$ cat src/rtl/mul_shift_64clk_add_pkg.sv
// Shared muldiv definitions: FSM encoding, iteration bounds and signedness codes
// used by the shift multiplier and the shift divider.
package mul_shift_64clk_add_pkg;

    localparam int XLEN  = 64;
    localparam int CNT_W = 7;

    localparam logic [CNT_W-1:0] CNT_MAX     = 7'd63;
    localparam logic [CNT_W-1:0] CNT_START   = 7'd0;
    localparam logic [CNT_W-1:0] CNT_W_START = 7'd32;
    localparam logic [CNT_W-1:0] CNT_ONE     = 7'd1;

    typedef enum logic {
        ST_IDLE = 1'b0,
        ST_BUSY = 1'b1
    } md_state_e;

    // mul_signed: [1] multiplicand signed, [0] multiplier signed; 01 behaves as 00
    localparam logic [1:0] MUL_SS = 2'b11;
    localparam logic [1:0] MUL_SU = 2'b10;
    localparam logic [1:0] MUL_UU = 2'b00;

    localparam logic DIV_SIGNED   = 1'b1;
    localparam logic DIV_UNSIGNED = 1'b0;

    function automatic logic [XLEN-1:0] ext32(input logic [31:0] v, input logic s);
        logic [XLEN-1:0] r;
        if (s) begin
            r = {{32{v[31]}}, v};
        end else begin
            r = {32'd0, v};
        end
        return r;
    endfunction

    function automatic logic mcand_is_signed(input logic [1:0] ms);
        return ms[1];
    endfunction

    function automatic logic mplr_is_signed(input logic [1:0] ms);
        return (ms == MUL_SS);
    endfunction

endpackage

$ cat src/rtl/muldiv_sign_fix.sv
// Conditional two's-complement of a W-bit value; shared by the multiplier and
// divider for operand magnitudes and for restoring the result sign.
module muldiv_sign_fix #(
    parameter int W = 64
) (
    input  logic         i_neg,
    input  logic [W-1:0] i_val,
    output logic [W-1:0] o_val
);

    // Negate when requested, pass through otherwise
    always_comb begin
        o_val = i_val;
        if (i_neg) begin
            o_val = ~i_val + W'(1);
        end else begin
            o_val = i_val;
        end
    end

endmodule

$ cat src/rtl/mul_shift_64clk_add.sv
// Iterative shift-add multiplier: one multiplier bit per clock over a 129-bit
// {acc, mplr} register; 128-bit product for 64-bit ops, 64-bit for MULW.
module mul_shift_64clk_add
    import mul_shift_64clk_add_pkg::*;
(
    input  logic              clk,
    input  logic              rst,
    input  logic              mul_valid,
    input  logic              flush,
    input  logic              mulw,
    input  logic [1:0]        mul_signed,
    input  logic [XLEN-1:0]   multiplicand,
    input  logic [XLEN-1:0]   multiplier,
    output logic              mul_ready,
    output logic              out_valid,
    output logic [XLEN-1:0]   result_lo,
    output logic [XLEN-1:0]   result_hi
);

    md_state_e           r_state;
    md_state_e           w_state_next;
    logic                r_mul_ready;
    logic                w_mul_ready_next;
    logic                r_out_valid;
    logic                w_out_valid_next;
    logic                w_load;
    logic                w_step;
    logic                w_last;
    logic                w_hs;
    logic                w_kill;

    logic [CNT_W-1:0]    r_cnt;
    logic [XLEN:0]       r_acc;
    logic [XLEN-1:0]     r_mplr;
    logic [XLEN-1:0]     r_mcand;
    logic                r_sign_a;
    logic                r_sign_b;
    logic [1:0]          r_signed;
    logic                r_mulw;
    logic [XLEN-1:0]     r_result_lo;
    logic [XLEN-1:0]     r_result_hi;

    logic                w_sa;
    logic                w_sb;
    logic [XLEN-1:0]     w_a_ext;
    logic [XLEN-1:0]     w_b_ext;
    logic                w_a_neg;
    logic                w_b_neg;
    logic [XLEN-1:0]     w_a_abs;
    logic [XLEN-1:0]     w_b_abs;

    logic [XLEN:0]       w_sum;
    logic [XLEN:0]       w_acc_next;
    logic [XLEN-1:0]     w_mplr_next;
    logic [2*XLEN-1:0]   w_prod;
    logic [2*XLEN-1:0]   w_prod_fixed;
    logic                w_res_neg;
    logic [XLEN-1:0]     w_res_lo;
    logic [XLEN-1:0]     w_res_hi;

    assign w_hs   = mul_valid & r_mul_ready;
    assign w_kill = rst | flush;

    // Operand extension for MULW and per-operand sign decisions
    always_comb begin
        w_sa = mcand_is_signed(mul_signed);
        w_sb = mplr_is_signed(mul_signed);
        if (mulw) begin
            w_a_ext = ext32(multiplicand[31:0], w_sa);
            w_b_ext = ext32(multiplier[31:0], w_sb);
        end else begin
            w_a_ext = multiplicand;
            w_b_ext = multiplier;
        end
        w_a_neg = w_sa & w_a_ext[XLEN-1];
        w_b_neg = w_sb & w_b_ext[XLEN-1];
    end

    muldiv_sign_fix #(.W(XLEN)) u_abs_a (
        .i_neg (w_a_neg),
        .i_val (w_a_ext),
        .o_val (w_a_abs)
    );

    muldiv_sign_fix #(.W(XLEN)) u_abs_b (
        .i_neg (w_b_neg),
        .i_val (w_b_ext),
        .o_val (w_b_abs)
    );

    // One shift-add step: conditional add into acc, then shift {acc,mplr} right
    always_comb begin
        if (r_mplr[0]) begin
            w_sum = r_acc + {1'b0, r_mcand};
        end else begin
            w_sum = r_acc;
        end
        w_acc_next  = {1'b0, w_sum[XLEN:1]};
        w_mplr_next = {w_sum[0], r_mplr[XLEN-1:1]};
    end

    // After 32 steps the 32x32 product sits in bits [95:32] of {acc,mplr}
    always_comb begin
        if (r_mulw) begin
            w_prod = {64'd0, w_acc_next[31:0], w_mplr_next[XLEN-1:32]};
        end else begin
            w_prod = {w_acc_next[XLEN-1:0], w_mplr_next};
        end
        w_res_neg = (mcand_is_signed(r_signed) & r_sign_a) ^
                    (mplr_is_signed(r_signed) & r_sign_b);
    end

    muldiv_sign_fix #(.W(2*XLEN)) u_fix_prod (
        .i_neg (w_res_neg),
        .i_val (w_prod),
        .o_val (w_prod_fixed)
    );

    // Map the signed-fixed product onto the lo/hi result words
    always_comb begin
        if (r_mulw) begin
            w_res_lo = {{32{w_prod_fixed[31]}}, w_prod_fixed[31:0]};
            w_res_hi = w_prod_fixed[XLEN-1:0];
        end else begin
            w_res_lo = w_prod_fixed[XLEN-1:0];
            w_res_hi = w_prod_fixed[2*XLEN-1:XLEN];
        end
    end

    // Next-state, handshake and completion decode
    always_comb begin
        w_state_next     = r_state;
        w_mul_ready_next = 1'b0;
        w_out_valid_next = 1'b0;
        w_load           = 1'b0;
        w_step           = 1'b0;
        w_last           = 1'b0;
        case (r_state)
            ST_IDLE: begin
                if (w_hs) begin
                    w_state_next = ST_BUSY;
                    w_load       = 1'b1;
                end else begin
                    w_mul_ready_next = 1'b1;
                end
            end
            ST_BUSY: begin
                w_step = 1'b1;
                if (r_cnt == CNT_MAX) begin
                    w_state_next     = ST_IDLE;
                    w_out_valid_next = 1'b1;
                    w_last           = 1'b1;
                end else begin
                    w_state_next = ST_BUSY;
                end
            end
            default: begin
                w_state_next = ST_IDLE;
            end
        endcase
    end

    // FSM state and registered handshake outputs; flush acts like reset
    always_ff @(posedge clk) begin
        if (w_kill) begin
            r_state     <= ST_IDLE;
            r_mul_ready <= 1'b0;
            r_out_valid <= 1'b0;
        end else begin
            r_state     <= w_state_next;
            r_mul_ready <= w_mul_ready_next;
            r_out_valid <= w_out_valid_next;
        end
    end

    // Operand capture, iteration datapath and result holding registers
    always_ff @(posedge clk) begin
        if (w_kill) begin
            r_cnt       <= CNT_START;
            r_acc       <= '0;
            r_mplr      <= '0;
            r_mcand     <= '0;
            r_sign_a    <= 1'b0;
            r_sign_b    <= 1'b0;
            r_signed    <= MUL_UU;
            r_mulw      <= 1'b0;
            r_result_lo <= '0;
            r_result_hi <= '0;
        end else if (w_load) begin
            r_cnt    <= mulw ? CNT_W_START : CNT_START;
            r_acc    <= '0;
            r_mplr   <= w_b_abs;
            r_mcand  <= w_a_abs;
            r_sign_a <= w_a_ext[XLEN-1];
            r_sign_b <= w_b_ext[XLEN-1];
            r_signed <= mul_signed;
            r_mulw   <= mulw;
        end else if (w_step) begin
            r_cnt  <= r_cnt + CNT_ONE;
            r_acc  <= w_acc_next;
            r_mplr <= w_mplr_next;
            if (w_last) begin
                r_result_lo <= w_res_lo;
                r_result_hi <= w_res_hi;
            end
        end
    end

    assign mul_ready = r_mul_ready;
    assign out_valid = r_out_valid;
    assign result_lo = r_result_lo;
    assign result_hi = r_result_hi;

endmodule

$ cat config.mk
export PLATFORM = sky130hd
export DESIGN_NAME = mul_shift_64clk_add
export DESIGN_NICKNAME = d
export VERILOG_FILES = /design/src/rtl/mul_shift_64clk_add_pkg.sv /design/src/rtl/muldiv_sign_fix.sv /design/src/rtl/mul_shift_64clk_add.sv
export SDC_FILE = /design/constraint.sdc
export NUM_CORES = 1
export LEC_CHECK = 0
export ABC_AREA = 1
export BUFFER_PORTS_ARGS = -buffer_cell sky130_fd_sc_hd__buf_2
export CORE_ASPECT_RATIO = 0.8
export CORE_MARGIN = 1.5
export CORE_UTILIZATION = 41
export CTS_BUF_LIST = sky130_fd_sc_hd__clkbuf_8
export DETAILED_ROUTE_END_ITERATION = 8
export PLACE_DENSITY = 0.57
export SYNTH_ARGS = -nofsm -noshare
export SYNTH_HDL_FRONTEND = slang
export SYNTH_SLANG_ARGS = --single-unit
$ cat constraint.sdc
create_clock -name clk -period 9.7 [get_ports clk]
set_clock_uncertainty 0.05 [all_clocks]
set_input_delay 0.485 -clock clk [delete_from_list [all_inputs] [get_ports clk]]
set_output_delay 0.485 -clock clk [all_outputs]
set_load 0.01 [all_outputs]
==> metrics, run 1 <==
via/cell ratio=about 5.6; adder-cell share of the synthesized area=3.02%; Slew Viols, Final=0; sequential fraction of the synthesis area=between 20% and 30%; EDFF count, synth=0; hold path depth=3; Register-to-Register Path Depth=16; Slew @ Worst Pin=1.17 ns; worst slack, placed=4.84 ns; Peak VDD IR=~0.11 mV; first-pass iteration count of the detailed router=7; post-DP HPWL=114000 um; Max Cap Violations=0; Crit Path Class=reg -> reg; Tot Pwr=0.00357 W; worst hold margin=around 0.046 ns; # DRC=0; Non-Filler Instances=about 6300; GR Overflow Total=0; routed via count=approximately 35000; Hold Path Class=in -> reg; Final Cycle Share=51.6%; Synth Area in XOR/XNOR=roughly 3.5%; synth cell count leaders=nand2_1, inv_1, nor2_1, nand3_1, o21ai_0; Pwr per Cell Area=between 100 and 150 mW/mm^2; post-synthesis mux area share=0.0347%; first-pass GRT wire length=204000 um; final setup fails=0; largest family of logic cells by synthesized area=simple AND/OR/NAND/NOR gates; syn nets=about 5300; Die Y-Extent=roughly 240 um; most frequent cell after synthesis=nand2_1; Detailed Route Iter0 Violations=~4700; ANT cells=0; Area contributors post-synth=dfxtp_1, nand2_1, inv_1; port bufs=roughly 260; starting density of the core=41.7%; post-synth cell types=slightly below 60; initial antenna violation count=3; nets@finish=about 5500; CTS tree=built; unrepaired setup endpoints after global routing=false; hold buffers post-CTS=1; die area=between 0.07 and 0.08 mm^2; mapped cell area=roughly 0.029 mm^2; setup_tns=0 ns; post-CTS sizing=0; FP Rows=86; wirelength, routed=about 140000 um; global router's overall resource usage=38.2%; layout cells sized above 1=9.08%; top cell type by total area after synthesis=dfxtp_1; Post-Syn Instances=a little over 5000; post-route ant nets=0; fraction of registers with async set/reset=0%; PnR worst setup slack=4.70 ns; Peak Freq=0.200 GHz; Slew headroom=a little over a fifth; largest net degree at the start of global routing=around 110; Wirelength per Cell=22.5 um; Main synth FF type=dfxtp_1; synthesis-stage register bit count=roughly 340; placeable core area=0.0693 mm^2; I/O pin cnt=between 200 and 300; CP required=around 10 ns; Worst-path clk slew=about 0.07 ns; Ys Warns=0; startpoint class of the critical path=flop; CTS sink count=about 340; worst-path fanout max=66; status=complete, no violations; clk_lat worst skew=0.75 ns; Fin. Hold Viols=0; vias in the first global route=30500; placed cells=between 6000 and 7000; GP Congestion=about 1.1; Compound-Gate Fraction of Synth Area=17.3%; Final Critical Period=around 5.0 ns; H-tree levels=2; Area growth, synth to finish=11.3%; CTS buffer count=61; P_leak=roughly 17 nW; clock root cell=clkbuf_8; Synth top area share=23.2%; crit end category=flop; Worst EP arrival=approximately 5.6 ns; CTS max path bufs=3; post-CTS setup buffer count=0; Simple-Gate Fraction of Synth Area=40.2%; Die Wd=between 200 and 300 um; Avg Cell Area, Syn=~5.6 um^2; fill cell total of the finished layout=7943
## state kept, by name (all words and copies together), names as in the netlist
signal,flops
r_mcand,64
mul_ready,1
r_mulw,1
r_mplr,64
out_valid,1
r_cnt,7
result_lo,64
r_state,1
r_acc,64
result_hi,64
r_signed,2
r_sign_a,1
r_sign_b,1
## area by class of cell
type	instances	area (um^2)	area share [%]
clock inverters	39	305	0.950
clock buffers	73	1000	3.13
flip-flops and latches	335	6710	20.9
inverters	764	2870	8.93
repair buffers	292	1530	4.77
well taps	924	1160	3.60
multi-input cells	3839	18500	57.7
## critical path, stage by stage (launching register included)
cell,delay [ns]
dfxtp_4,0.77
inv_4,0.40
buf_4,0.45
o21ai_0,0.96
nand2_1,0.16
nor3_1,0.33
nand2_1,0.10
nor2_1,0.42
nand3_1,0.23
nor2_1,0.26
nand3_1,0.22
nand2_2,0.24
nand2_1,0.08
nand2_1,0.07
nand3_1,0.07
nand2_1,0.08
inv_1,0.03
## cells by family (layout without fill, tap and decap cells)
family,after synthesis,count (layout)
adders and majority gates,69,69
AOI/OAI and AO/OA,882,882
muxes,1,1
xor gates and xnor gates,114,114
DFF,335,335
and+or+nand+nor,2773,2773
buffers and inverters,958,1168
## report_power, final
part | total [W] | switching (W) | internal, W
Sequential | 0.00141 | 0.0000214 | 0.00139
Clock | 0.00150 | 0.000685 | 0.000813
Combinational | 0.000661 | 0.000481 | 0.000180
## per-layer routing
layer / routed length, um / vias to the layer above / track usage [%]
li1: - / 16800 / -
met1: 67900 / 16000 / 60.0
met2: 52000 / 1843 / 49.5
met3: 16500 / 196 / 8.46
met4: 4590 / 2 / 12.0
met5: 13 / - / 0
## layout by cell type (no fill, tap or decap), types with 21 or more instances in the layout
master | Yosys | routed
nor2_1 | 533 | 524
buf_4 | 0 | 27
o21ai_0 | 366 | 365
a31oi_1 | 21 | 21
dfxtp_1 | 335 | 332
ha_1 | 68 | 68
o211ai_1 | 49 | 49
o21ai_1 | 21 | 21
a32o_1 | 24 | 24
nand3_1 | 375 | 375
o21a_1 | 33 | 33
clkbuf_8 | 0 | 73
nor4_1 | 24 | 24
buf_2 | 19 | 264
or2_2 | 28 | 28
a21oi_1 | 288 | 288
nand4_1 | 77 | 77
nor3_1 | 59 | 59
inv_1 | 754 | 775
xnor2_1 | 31 | 31
xor2_1 | 83 | 83
nand2_1 | 1605 | 1605
## final timing paths
path / from / endpoint / slack [ns]
worst max-delay path: r_mulw$_SDFFE_PP0P_ / result_hi[48]$_SDFFE_PP0P_ / 4.70
worst min-delay path: multiplicand[4] / r_mcand[4]$_SDFFE_PP0P_ / 0.05
worst max register to register: r_mulw$_SDFFE_PP0P_ / result_hi[48]$_SDFFE_PP0P_ / 4.70
worst min register to register: result_hi[61]$_SDFFE_PP0P_ / result_hi[61]$_SDFFE_PP0P_ / 0.40
## per-stage QoR
step | cell area (um^2) | utilization [%]
2_1_floorplan | 28900 | -
3_3_place_gp | 30800 | 44.5
3_5_place_dp | 30800 | 44.5
4_1_cts | 32100 | 46.4
5_1_grt | 32100 | 46.4
6_report | 32100 | 46.4
(Power assumes the default switching activity.)
==> run 2: changes to the inputs <==
Settings changed: PLACE_DENSITY 0.57 to 0.59.
Clock period 9.7 ns to 4.5 ns, I/O delays scaled along.
==> run 2 against run 1 <==
  * Hold slack worse by 0.025 ns
  * Fmax up 16%
  * Sequential cell count unchanged
  * Highest routed layer unchanged
==> metrics, run 2 (synthesis gave the netlist of run 1 again) <==
H-tree levels=2; most common cell after layout, fill and taps aside=nand2_1; Die Y-Extent=roughly 240 um; first-pass GRT wire length=around 210000 um; first-pass iteration count of the detailed router=8; global router's overall resource usage=38.9%; commonest non-fill, non-tap cells in the layout=nand2_1, inv_1, nor2_1; Slew @ Worst Pin=approximately 1.2 ns; Non-Filler Instances=between 6000 and 7000; Crit Path Class=reg -> reg; Pwr per Cell Area=~230 mW/mm^2; Final Critical Period=4.33 ns; Worst Path Buf+Inv=5; via/cell ratio=between 5 and 6; Levels on crit path=23; # DRC=0; Peak Freq=0.231 GHz; utilization after layout=about half; CP Launch Point=r_acc[0]$_SDFFE_PP0P_; layout cells sized above 1=between 10% and 20%; Worst R2R Start=r_acc[0]$_SDFFE_PP0P_; clk_lat worst skew=0.73 ns; I/O pin cnt=265; final setup fails=0; placed cells=around 6200; post-DP HPWL=116000 um; Worst setup endpoint=result_hi[5]$_SDFFE_PP0P_; Max Cap Violations=0; Worst-path clk slew=about 0.07 ns; FP Rows=86; port bufs=approximately 260; CTS max path bufs=3; placeable core area=about 0.07 mm^2; GR Overflow Total=0; Slew Viols, Final=0; R2R Setup Slk=0.17 ns; Worst R2R End=result_hi[5]$_SDFFE_PP0P_; P_leak=17.9 nW; routed via count=35700; Slew headroom=between 20% and 30%; crit end category=flop; wirelength, routed=between 100000 and 150000 um; fill cell total of the finished layout=7586; CTS tree=built; Fin. Hold Viols=0; vias in the first global route=~31000; starting density of the core=41.7%; Peak VDD IR=around 0.21 mV; Final Cycle Share=a little over nine tenths; slowest CP cell=o21ai_0; unrepaired setup endpoints after global routing=true; slowest cell delay on critical path=slightly above 0.6 ns; Register-to-Register Path Depth=23; Worst EP arrival=approximately 4.9 ns; status=complete, no violations; Detailed Route Iter0 Violations=4863; Area growth, synth to finish=18.1%; initial antenna violation count=2; family with the most delay on the worst path=simple AND/OR/NAND/NOR gates; clock root cell=clkbuf_8; worst-path fanout max=4; CTS buffer count=61; Die Wd=~300 um; CTS sink count=~340; crit path cell chain=ha_1, inv_1, fa_1, xor2_1, a21oi_1, buf_4, o21ai_0, inv_1, nor2_1, nand2_2, nor2_4, nand2_4, nor2_8, nand2_2, inv_1, nand3_1, nor2_2, nand2_2, nand2_1, o211ai_1, o211ai_1, buf_4, nand2_1; post-route ant nets=0; startpoint class of the critical path=flop; Hold Path Class=in -> reg; CP required=5.06 ns; largest net degree at the start of global routing=~120; Wirelength per Cell=around 22 um; nets@finish=~5700; GP Congestion=roughly 1.1; die area=0.0720 mm^2
## run 2: how the worst min path moves through the flow
stage                               startpoint                    endpoint  depth (start not counted)
floorplan                        mul_signed[0]    r_signed[0]$_SDFFE_PP0P_                          2
global placement    result_hi[44]$_SDFFE_PP0P_  result_hi[44]$_SDFFE_PP0P_                          2
detailed placement   result_lo[6]$_SDFFE_PP0P_   result_lo[6]$_SDFFE_PP0P_                          2
CTS                              multiplier[3]      r_mplr[3]$_SDFFE_PP0P_                          5
global route                               rst    r_mcand[43]$_SDFFE_PP0P_                          5
finish                          multiplier[41]     r_mplr[41]$_SDFFE_PP0P_                          5
## run 2: routing by layer
layer	share of wire (%)	vias up	track usage, %
li1	-	17200	-
met1	47	16300	59.9
met2	38	2008	52.4
met3	13	186	9.85
met4	2.4	2	9.32
met5	0.0090	-	0
## run 2: area by class of cell
type                    count  area [um^2]  share of cell area, %
clock buffers              76         1050                   3.07
flip-flops and latches    335         6710                   19.7
clock inverters            30          194                  0.569
well taps                 924         1160                   3.39
inverters                 764         2870                   8.42
repair buffers            506         3500                   10.3
diodes                      1         2.50                0.00734
multi-input cells        3839        18600                   54.6
## run 2: timing repair
action / CTS / global route
hold buffers: 120 / 0
hold endpoints to repair: 94 / 0
gates resized for setup: 0 / 18
endpoints found under the setup margin: 0 / 45
setup buffers: 0 / 2
## run 2: metrics by stage
step                worst slack [ns]  cell area (um^2)  total power (W)  hold slack [ns]  setup TNS [ns]
floorplan                       1.27             28900          0.00398            0.288               0
global placement               0.114             31600          0.00456            0.390               0
detailed placement            0.0679             31600          0.00455            0.390               0
CTS                           0.0295             34000          0.00769          0.00135               0
global route                 -0.0304             34100          0.00802           0.0325         -0.0847
finish                         0.171             34100          0.00774           0.0206               0
## run 2: worst register-to-register path, stage by stage, from the launching register on
cell      delay (ns)
dfxtp_1         0.35
ha_1            0.22
inv_1           0.09
fa_1            0.43
xor2_1          0.19
a21oi_1         0.08
buf_4           0.18
o21ai_0         0.61
inv_1           0.16
nor2_1          0.20
nand2_2         0.10
nor2_4          0.12
nand2_4         0.09
nor2_8          0.14
nand2_2         0.10
inv_1           0.07
nand3_1         0.07
nor2_2          0.19
nand2_2         0.11
nand2_1         0.13
o211ai_1        0.10
o211ai_1        0.20
buf_4           0.20
nand2_1         0.05
## run 2: where the power goes
group	internal [W]	total (W)	switching [W]
logic	0.000505	0.00159	0.00109
clock network	0.00163	0.00311	0.00148
registers	0.00300	0.00304	0.0000427
total	0.00513	0.00774	0.00261
